## src/rtl/inst_encoder_loader.sv

```systemverilog
// Instruction-memory loader: accepts symbolic RV32I commands over valid/ready, encodes each
// into a 32-bit word and writes it to consecutive imem words. Keeps the core in reset while
// loading and releases it when an END command arrives.
//
// Ports:
//   clk, reset              rising-edge clock, synchronous active-high reset
//   cmd_valid / cmd_ready   command handshake (ready only while idle)
//   cmd_op/rd/rs1/rs2/imm   symbolic command (op 0..6 = ADD,SUB,AND,OR,LW,SW,BEQ; 7 = END)
//   imem_we/addr/wdata      one-cycle write strobe with word address and encoded instruction
//   core_hold               1 while loading or after an error
//   done                    program complete, core released
//   err / err_code          sticky error; 01 bad immediate, 10 memory full
//   count                   number of words written so far
module inst_encoder_loader #(
  parameter int unsigned DEPTH  = 64,
  parameter int unsigned ADDR_W = 6
) (
  input  logic              clk,
  input  logic              reset,
  input  logic              cmd_valid,
  output logic              cmd_ready,
  input  logic [2:0]        cmd_op,
  input  logic [4:0]        cmd_rd,
  input  logic [4:0]        cmd_rs1,
  input  logic [4:0]        cmd_rs2,
  input  logic [12:0]       cmd_imm,
  output logic              imem_we,
  output logic [ADDR_W-1:0] imem_addr,
  output logic [31:0]       imem_wdata,
  output logic              core_hold,
  output logic              done,
  output logic              err,
  output logic [1:0]        err_code,
  output logic [ADDR_W:0]   count
);

  localparam logic [2:0] OpAdd = 3'd0;
  localparam logic [2:0] OpSub = 3'd1;
  localparam logic [2:0] OpAnd = 3'd2;
  localparam logic [2:0] OpOr  = 3'd3;
  localparam logic [2:0] OpLw  = 3'd4;
  localparam logic [2:0] OpSw  = 3'd5;
  localparam logic [2:0] OpBeq = 3'd6;
  localparam logic [2:0] OpEnd = 3'd7;

  localparam logic [6:0] OpcR      = 7'b0110011;
  localparam logic [6:0] OpcLoad   = 7'b0000011;
  localparam logic [6:0] OpcStore  = 7'b0100011;
  localparam logic [6:0] OpcBranch = 7'b1100011;

  localparam logic [ADDR_W:0] FullCount = DEPTH[ADDR_W:0];

  typedef enum logic [1:0] {StIdle, StWrite, StDone, StErr} state_e;

  state_e            state_q, state_d;
  logic [ADDR_W:0]   count_q, count_d;
  logic [ADDR_W-1:0] addr_q, addr_d;
  logic [31:0]       wdata_q, wdata_d;
  logic [1:0]        err_code_q, err_code_d;

  logic [31:0] enc;
  logic        imm_ok;
  logic        full;

  // Combinational encoder for the currently presented command.
  always_comb begin
    enc = '0;
    unique case (cmd_op)
      OpAdd:   enc = {7'b0000000, cmd_rs2, cmd_rs1, 3'b000, cmd_rd, OpcR};
      OpSub:   enc = {7'b0100000, cmd_rs2, cmd_rs1, 3'b000, cmd_rd, OpcR};
      OpAnd:   enc = {7'b0000000, cmd_rs2, cmd_rs1, 3'b111, cmd_rd, OpcR};
      OpOr:    enc = {7'b0000000, cmd_rs2, cmd_rs1, 3'b110, cmd_rd, OpcR};
      OpLw:    enc = {cmd_imm[11:0], cmd_rs1, 3'b010, cmd_rd, OpcLoad};
      OpSw:    enc = {cmd_imm[11:5], cmd_rs2, cmd_rs1, 3'b010, cmd_imm[4:0], OpcStore};
      OpBeq:   enc = {cmd_imm[12], cmd_imm[10:5], cmd_rs2, cmd_rs1, 3'b000, cmd_imm[4:1],
                      cmd_imm[11], OpcBranch};
      OpEnd:   enc = '0;
      default: enc = '0;
    endcase
  end

  // LW/SW offsets must fit 12-bit signed; branch offsets must be halfword aligned.
  always_comb begin
    imm_ok = 1'b1;
    if (cmd_op == OpLw || cmd_op == OpSw) imm_ok = (cmd_imm[12] == cmd_imm[11]);
    else if (cmd_op == OpBeq)             imm_ok = ~cmd_imm[0];
  end

  assign full = (count_q == FullCount);

  always_comb begin
    state_d    = state_q;
    count_d    = count_q;
    addr_d     = addr_q;
    wdata_d    = wdata_q;
    err_code_d = err_code_q;
    unique case (state_q)
      StIdle: begin
        if (cmd_valid) begin
          if (cmd_op == OpEnd) begin
            state_d = StDone;
          end else if (full) begin
            state_d    = StErr;
            err_code_d = 2'b10;
          end else if (!imm_ok) begin
            state_d    = StErr;
            err_code_d = 2'b01;
          end else begin
            addr_d  = count_q[ADDR_W-1:0];
            wdata_d = enc;
            state_d = StWrite;
          end
        end
      end
      StWrite: begin
        count_d = count_q + (ADDR_W + 1)'(1);
        state_d = StIdle;
      end
      StDone:  state_d = StDone;
      StErr:   state_d = StErr;
      default: state_d = StIdle;
    endcase
  end

  always_ff @(posedge clk) begin
    if (reset) begin
      state_q    <= StIdle;
      count_q    <= '0;
      addr_q     <= '0;
      wdata_q    <= '0;
      err_code_q <= 2'b00;
    end else begin
      state_q    <= state_d;
      count_q    <= count_d;
      addr_q     <= addr_d;
      wdata_q    <= wdata_d;
      err_code_q <= err_code_d;
    end
  end

  assign cmd_ready  = (state_q == StIdle);
  assign imem_we    = (state_q == StWrite);
  assign imem_addr  = addr_q;
  assign imem_wdata = wdata_q;
  assign core_hold  = (state_q != StDone);
  assign done       = (state_q == StDone);
  assign err        = (state_q == StErr);
  assign err_code   = err_code_q;
  assign count      = count_q;

endmodule

```

## config.mk

```make
export PLATFORM = sky130hd
export DESIGN_NAME = inst_encoder_loader
export DESIGN_NICKNAME = d
export VERILOG_FILES = /design/src/rtl/inst_encoder_loader.sv
export SDC_FILE = /design/constraint.sdc
export NUM_CORES = 1
export LEC_CHECK = 0
export CAP_MARGIN = 20
export CORE_MARGIN = 4
export CORE_UTILIZATION = 44
export DETAILED_ROUTE_END_ITERATION = 8
export GPL_TIMING_DRIVEN = 0
export PLACE_DENSITY = 0.91
export SKIP_CTS_REPAIR_TIMING = 1
export SLEW_MARGIN = 20
export SYNTH_ARGS = -nofsm -noshare
export SYNTH_HDL_FRONTEND = slang
export SYNTH_SLANG_ARGS = --single-unit
```

## constraint.sdc

```tcl
create_clock -name clk -period 3.1 [get_ports clk]
set_input_delay 0.62 -clock clk [delete_from_list [all_inputs] [get_ports clk]]
set_output_delay 0.62 -clock clk [all_outputs]
set_load 0.005 [all_outputs]
```

==> results.yml, run 1 <==
critical_path:
  crit_chain: "clkdlybuf4s50_1, buf_2, inv_1, ha_1, nand2b_1, or3_1, clkbuf_1, clkbuf_1, nand4_1, a21oi_1"
  cp_max_fo: 10
  slowest_stage: "clkdlybuf4s50_1"
  cp-start-kind: "primary input"
  crit_arrival_ns: 3.07
  cp-end-kind: "register"
  crit_type: "primary input to register"
  regToRegSetupSlack_ns: 1.05
  critPathMostFrequentCell: "clkbuf_1"
  cpPeakStageDelay_ns: 0.54
  cp.required_ns: 3.28
grt:
  grt_pass1_wl_um: 11000
  grt_remaining_overflow: 0
  grt_start_max_net_pins: 14
  grt_pass1_vias: 2303
  grtUsageTotal_pct: 22.0
  antenna_found_initial: 0
sta:
  setup_viol: 0
  hold_viol: 0
  fin_ws_ns: 0.207
  finalCritPeriodShare_pct: 93.3
  fmax_mhz: 346
  tightestPinTransition_ns: 0.617
  maxSlewHeadroom_pct: 58.6
  clock_skew_ns: 0.00729
  tns_ns: 0
  finalCriticalPeriod_ns: 2.89
  maxSlewViolCount: 0
clock_network:
  clock-sinks: 46
  clkLatencyLatePin_ns: 0.30
  clk_pin_slew_worst_paths_ns: 0.09
  cts_root_buf: "clkbuf_8"
  numCtsBuffers: 5
  cts.path.max_buffers: 2
  cts_tree: "built"
  cts_max_level: 2
floorplan:
  coreArea_um2: 4850
  io_pins: 86
  initial_core_util_pct: 46.8
  die_h_um: 79.8
  dieArea_um2: 6360
  die_x_um: 79.8
  num_rows: 25
power_and_ir_drop:
  ir_drop_mv: 0.306
  power_density_nw_per_um2: 426
  p_leak_nw: 1.18
outcome:
  status: "completed"
synth:
  synth_seq_area_share_pct: 40.6
  avgSynthCellArea_um2: 8.72
  synth_edf_count: 0
  ys_ff_latch: 46
  yosys.area.top_type: "dfxtp_1"
  yosysUniqueCellTypes: 39
  ys.flop_type: "dfxtp_1"
  synth_top_area_share_pct: 40.6
  ys_top_cells_by_area: "dfxtp_1, o31ai_1, a21oi_1, nand4_1, mux2i_1"
  syn_area_um2: 2270
  syn_inst: 260
  synth-async-reset-ratio_pct: 0
  yosysWarnings: 0
route:
  viasPerCell: 5.81
  post-route-drc-count: 0
  drt-pass1-iter-count: 5
  postRouteAntennaNets: 0
  detail_route.wl_per_cell_um: 16.5
  vias: 2421
  drt-total-wl_um: 6880
  drtIter0Drc: 216
layout:
  fin_area_um2: 3280
  drive_above_1_share_pct: 6.00
  fin_nets: 387
  num_antenna_cells: 0
  area_delta_synth_final_pct: 44.7
placement:
  port_buffers: 81
  dpl.hpwl_um: 5130
  place_ws_ns: -0.283
  place_congestion: 0.881
  placed_area_um2: 3170
worst_hold_path:
  hold_class: "register to register"
run:
  cap_violations: 0
-- metal layers --
layer	global-route usage, %	part of all wire [%]	vias to the layer above
li1	-	-	1149
met1	26.1	39	1144
met2	36.2	50	115
met3	8.13	9.7	13
met4	7.94	1.4	0
met5	0	0	-
-- synthesized netlist by cell type (2+ instances only) --
| cell | instances |
|---|---|
| dfxtp_1 | 46 |
| a21oi_1 | 29 |
| o31ai_1 | 21 |
| clkbuf_1 | 20 |
| nand4_1 | 18 |
| a31oi_1 | 13 |
| a211oi_1 | 11 |
| mux2i_1 | 10 |
| nor2_1 | 10 |
| nand3_1 | 9 |
| inv_1 | 8 |
| nand2_1 | 6 |
| xor2_1 | 6 |
| or4_1 | 5 |
| buf_2 | 4 |
| buf_4 | 4 |
| ha_1 | 4 |
| nand2b_1 | 4 |
| a311oi_1 | 3 |
| and2_1 | 3 |
| buf_1 | 3 |
| nor2b_1 | 3 |
| nor3_2 | 3 |
| o21a_1 | 2 |
-- final cells by class --
type / count / area [um2]
plain buffers: 31 / 139
clock buffers: 7 / 76.3
clock inverters: 1 / 30.0
fillers: 393 / 1570
inverters: 8 / 30.0
multi-input cells: 176 / 1190
flip-flops and latches: 46 / 921
well taps: 67 / 83.8
repair buffers: 81 / 811
-- kinds of logic after synthesis --
family          after synthesis  share of synthesized area, %
mux                          10                          4.42
fa+ha+maj                     4                          2.21
simple gates                 66                          17.1
flops                        46                          40.6
compound gates               87                          25.4
buf+inv                      39                          7.34
xor+xnor                      7                          2.70
other cells                   1                         0.165
-- flip-flops by register name (all words and copies together) (netlist names) --
register / count
imem_addr: 6
err_code: 2
imem_wdata: 29
count: 7
state_q: 2
-- cells in the final DEF (no fill, tap or decap), types with 6 or more instances in the layout --
cell type,Yosys,final
xor2_1,6,6
a31oi_1,13,13
clkdlybuf4s50_1,0,81
a211oi_1,11,11
clkbuf_1,20,20
mux2i_1,10,10
nand3_1,9,9
buf_2,4,6
dfxtp_1,46,46
inv_1,8,8
nand2_1,6,6
nor2_1,10,10
nand4_1,18,18
a21oi_1,29,29
o31ai_1,21,21
-- critical path, delay by kind of cell --
| kind | cells | cell delay [ns] |
|---|---|---|
| buf+inv | 5 | 1.41 |
| simple gates | 3 | 0.73 |
| fa+ha+maj | 1 | 0.24 |
| compound gates | 1 | 0.08 |
-- through the flow --
stage | utilization, % | instances | power (mW) | hold slack, ns
floorplan | - | 261 | 0.804 | 0.457
global placement | 65.3 | 409 | 0.956 | 0.457
detailed placement | 65.3 | 409 | 0.963 | 0.457
CTS | 67.5 | 417 | 1.40 | 0.468
global route | 67.7 | 417 | 1.46 | 0.500
finish | 67.7 | 417 | 1.40 | 0.465
-- report_power, final --
group,switching [mW],total [mW],internal [mW]
Clock,0.202,0.443,0.241
Sequential,0.0242,0.649,0.625
Combinational,0.145,0.307,0.161
Total,0.371,1.40,1.03
-- path summary, 6_finish.rpt --
check             cells after the start                     start                          end
hold reg to reg                       2  err_code[1]$_SDFFE_PP0P_     err_code[1]$_SDFFE_PP0P_
setup / recovery                     10                 cmd_op[1]    imem_addr[4]$_SDFFE_PP0P_
hold / removal                        2  err_code[1]$_SDFFE_PP0P_     err_code[1]$_SDFFE_PP0P_
setup reg to reg                      7     count[0]$_SDFFE_PP0P_  imem_wdata[24]$_SDFFE_PP0P_
Power figures use the tool's default switching activity.
==> run 2: changes to the inputs <==
HOLD_SLACK_MARGIN = 0.12   (was not set)
==> results of run 2 <==
The final DEF is identical to that of run 1; final timing and power are the same.
==> run 3: changes to the inputs <==
ABC_AREA = 0   (was not set)
==> results of run 3 <==
The final DEF is identical to that of run 1; final timing and power are the same.
